[config.mk]
export PLATFORM = sky130hd
export DESIGN_NAME = md_range_triggerer
export DESIGN_NICKNAME = d
export VERILOG_FILES = /design/src/rtl/md_range_triggerer.sv
export SDC_FILE = /design/constraint.sdc
export NUM_CORES = 1
export LEC_CHECK = 0
export BUFFER_PORTS_ARGS = -buffer_cell sky130_fd_sc_hd__buf_2
export CAP_MARGIN = 30
export CORE_MARGIN = 2
export CORE_UTILIZATION = 23
export DETAILED_ROUTE_END_ITERATION = 16
export HOLD_SLACK_MARGIN = 0.05
export PLACE_DENSITY = 0.6
export SYNTH_ARGS = -nofsm -noshare
export SYNTH_HDL_FRONTEND = slang
export SYNTH_HIERARCHICAL = 1
export SYNTH_SLANG_ARGS = --single-unit
[constraint.sdc]
create_clock -name clk -period 3.75 [get_ports clk]
set_input_delay 0.75 -clock clk [delete_from_list [all_inputs] [get_ports clk]]
set_output_delay 0.75 -clock clk [all_outputs]
set_load 0.02 [all_outputs]
[src/rtl/md_range_triggerer.sv]
// Per-instrument price/size window trigger with sticky fire flags, one slot per instrument.
// Optional AGGRESSOR_ONLY_EN restricts matches to buy/sell aggressor updates.

module md_range_slot (
   input  logic         clk,
   input  logic         rst,
   input  logic         rst_trigger,
   input  logic [31:0]  security_id_trigger,
   input  logic [127:0] price_trigger,
   input  logic [63:0]  size_trigger,
   input  logic [31:0]  security_id,
   input  logic [63:0]  price,
   input  logic [31:0]  size,
   input  logic [1:0]   aggressor_side,
   input  logic         valid,
   output logic         fire
);
   typedef enum logic {ARMED = 1'b0, FIRED = 1'b1} state_t;

   state_t state, state_nxt;
   logic   side_ok;
   logic   id_hit, price_hit, size_hit, match;

`ifdef AGGRESSOR_ONLY_EN
   assign side_ok = (aggressor_side == 2'd1) || (aggressor_side == 2'd2);
`else
   logic unused_side;
   assign unused_side = ^aggressor_side;
   assign side_ok     = 1'b1;
`endif

   // An inverted window (lo > hi) can never satisfy both bounds, so it needs no special case.
   assign id_hit    = security_id == security_id_trigger;
   assign price_hit = ($signed(price) >= $signed(price_trigger[63:0])) &&
                      ($signed(price) <= $signed(price_trigger[127:64]));
   assign size_hit  = (size >= size_trigger[31:0]) && (size <= size_trigger[63:32]);
   assign match     = valid && side_ok && id_hit && price_hit && size_hit;

   always_ff @(posedge clk) begin
      if (!rst) state <= ARMED;
      else      state <= state_nxt;
   end

   always_comb begin
      state_nxt = state;
      if (!rst_trigger)                   state_nxt = ARMED;
      else if (state == ARMED && match)   state_nxt = FIRED;
   end

   assign fire = (state == FIRED);
endmodule

module md_range_triggerer #(
   parameter int MAX_INSTRUMENTS = 1
) (
   input  logic                       clk,
   input  logic                       rst,
   input  logic [MAX_INSTRUMENTS-1:0] rst_trigger,
   input  logic [31:0]                security_id_triggers [MAX_INSTRUMENTS],
   input  logic [127:0]               price_triggers       [MAX_INSTRUMENTS],
   input  logic [63:0]                size_triggers        [MAX_INSTRUMENTS],
   input  logic [31:0]                security_id,
   input  logic [63:0]                price,
   input  logic [31:0]                size,
   input  logic [1:0]                 aggressor_side,
   input  logic                       valid,
   output logic [MAX_INSTRUMENTS-1:0] fires
);
   for (genvar i = 0; i < MAX_INSTRUMENTS; i++) begin : g_slot
      md_range_slot u_slot (
         .clk                 (clk),
         .rst                 (rst),
         .rst_trigger         (rst_trigger[i]),
         .security_id_trigger (security_id_triggers[i]),
         .price_trigger       (price_triggers[i]),
         .size_trigger        (size_triggers[i]),
         .security_id         (security_id),
         .price               (price),
         .size                (size),
         .aggressor_side      (aggressor_side),
         .valid               (valid),
         .fire                (fires[i])
      );
   end
endmodule

==> reports/metrics.yaml <==
run_status:
  outcome: "completed"
synth:
  synthesis.area_um2: 5210
  synth.distinct_cells: 42
  synth_edf_count: 0
  yosys.area.top_type: "ha_1"
  synth_top_cell_area_share: 0.461
  seq_area_frac_synth: 0.00384
  synth_area_per_cell_um2: 7.16
  synth.area.top_cells: "ha_1 46%, inv_1 14%, a21oi_1 6.5%"
  yosysWarnings: 6
  async_flop_share: 0
  synth_most_common_cell: "inv_1"
  synth_top_flop_cell: "dfxtp_1"
  synth_seq_cells: 1
  synthesis.nets: 1278
  synth_common_cells: "196 x inv_1, 192 x ha_1, 68 x a21oi_1, 43 x nand2_1, 40 x nand4_1"
  syn-instance-count: 728
sta:
  hold-worst-slack_ns: 0.521
  worst_clock_skew_ns: 0
  setup_viol: 0
  final_hold_viol_count: 0
  finalWorstSetupSlack_ns: 0.523
  fmax_ghz: 0.310
  fin_crit_sh: 0.861
  period_minus_slack_ns: 3.23
  setup_tns_ns: 0
  tightest_slew_ns: 0.473
  max-slew-margin-rel: 0.682
  rsz0062_at_grt: "false"
  slew_violations: 0
clock_network:
  clkSlewWorstSetupHoldPaths_ns: 0
  post_cts_buffers: 0
  postCtsHoldBufs: 0
  clk_latency_ns: 0
  cts_repair_resize_count: 0
run:
  drv_cap: 0
routing:
  ant_nets: 0
  dr.pass1.iters: 4
  vias_per_cell: 4.45
  wirelength_um: 18000
  wl_per_cell_um: 13.1
  drc: 0
  drt-initial-drc-count: 303
  via_count: 6127
placement:
  hpwl_um: 17400
  dpl_cell_area_um2: 7380
  port_buffers: 356
  place_congestion: 0.873
  dp_slack_ns: 0.441
floorplan:
  chipWidth_um: 155
  num_rows: 55
  coreArea_um2: 22400
  die_h_um: 155
  dieArea_um2: 23900
  ioPinCount: 359
  start_util: 0.232
worst_setup_path:
  crit_buf_inv: 2
  path_delay_family: "compound AO/OA/AOI/OAI gates"
  cp_common_cell: "o21ai_0"
  crit_path_max_incr_delay_ns: 0.45
  cpMaxStageDelayCell: "o41a_2"
  rrSetupSlack_ns: 3.15
  critical_path_arrival_ns: 3.09
  crit_path_start_kind: "input pin"
  crit_required_ns: 3.62
  path_class: "input pin to register"
  endpoint_kind: "register"
  cp_cell_sequence: "buf_2 -> ha_1 -> a21oi_1 -> o21ai_0 -> a221oi_1 -> o21ai_0 -> and2_2 -> o41a_2 -> nor3_1 -> buf_4 -> o31ai_1"
  cp_max_fo: 3
global_routing:
  grt_pass1_vias: 5882
  grt_max_degree: 5
  grt_pass1_wl_um: 27500
  grt.overflow.total: 0
  grt.total_usage: 0.139
  antenna_found_initial: 4
layout:
  layout.nets: 1640
  area_growth_pct: 41.8
  drive_gt1_frac: 0.338
  design_area_um2: 7390
  num-fill-cells: 2503
  largest_register_ffs: 1
power:
  ir_drop_uv: 37.1
  power_density_nw_per_um2: 96.0
  finalPower_w: 0.000709
  power_leakage_nw: 4.60
worst_hold_path:
  worst_hold_path_type: "register to register"
layout by cell type (no fill, tap or decap), types with 15 or more instances in the layout:
master / Yosys / routed
a21o_1: 15 / 15
a21oi_1: 68 / 68
buf_2: 0 / 356
ha_1: 192 / 192
inv_1: 196 / 196
nand2_1: 43 / 43
nand3_1: 20 / 20
nand4_1: 40 / 40
o21ai_0: 29 / 29
xnor2_1: 29 / 29
layer usage:
| metal | track usage | up-vias | routed length [µm] |
|---|---|---|---|
| met5 | 0 | - | 0 |
| met4 | 0.0115 | 0 | 141 |
| met3 | 0.0149 | 8 | 1070 |
| met2 | 0.258 | 207 | 8740 |
| met1 | 0.180 | 2646 | 8050 |
| li1 | - | 3266 | - |
logic make-up after synthesis:
group,Yosys count,synth area share
flops,1,0.00384
fa+ha+maj,192,0.461
xor+xnor,32,0.0538
simple gates,154,0.162
compound gates,153,0.178
buf+inv,196,0.141
final timing paths:
kind,endpoint,depth (start not counted),from
setup / recovery,g_slot[0].u_slot/fire$_SDFFE_PN0P_,11,price[19]
hold / removal,g_slot[0].u_slot/fire$_SDFFE_PN0P_,2,g_slot[0].u_slot/fire$_SDFFE_PN0P_
hold reg to reg,g_slot[0].u_slot/fire$_SDFFE_PN0P_,2,g_slot[0].u_slot/fire$_SDFFE_PN0P_
setup reg to reg,g_slot[0].u_slot/fire$_SDFFE_PN0P_,2,g_slot[0].u_slot/fire$_SDFFE_PN0P_
metrics by stage:
stage                      util  instances
after floorplan               -        728
after global placement    0.329       1373
after detailed placement  0.329       1373
after CTS                 0.329       1373
after global routing      0.329       1376
final                     0.329       1376
power breakdown:
part,switching (W),total (W),internal [W]
logic,0.000342,0.000698,0.000356
registers,0.0000000000000000533,0.0000109,0.0000109
clock network,0,0.000000000107,0.000000000107
cell type report:
type / instances / area, µm² / share of cell area
Timing Repair Buffer: 360 / 1810 / 0.245
Multi-Input combinational cell: 531 / 4450 / 0.603
Tap cell: 285 / 357 / 0.0483
Inverter: 196 / 736 / 0.0996
Antenna cell: 3 / 7.51 / 0.00102
Sequential cell: 1 / 20.0 / 0.00271
tightest hold or removal path, delay by kind of cell, from the launching register on:
family / cells / cell delay, ns
flops: 1 / 0.28
simple gates: 1 / 0.09
compound gates: 1 / 0.09
Power figures use the tool's default switching activity.
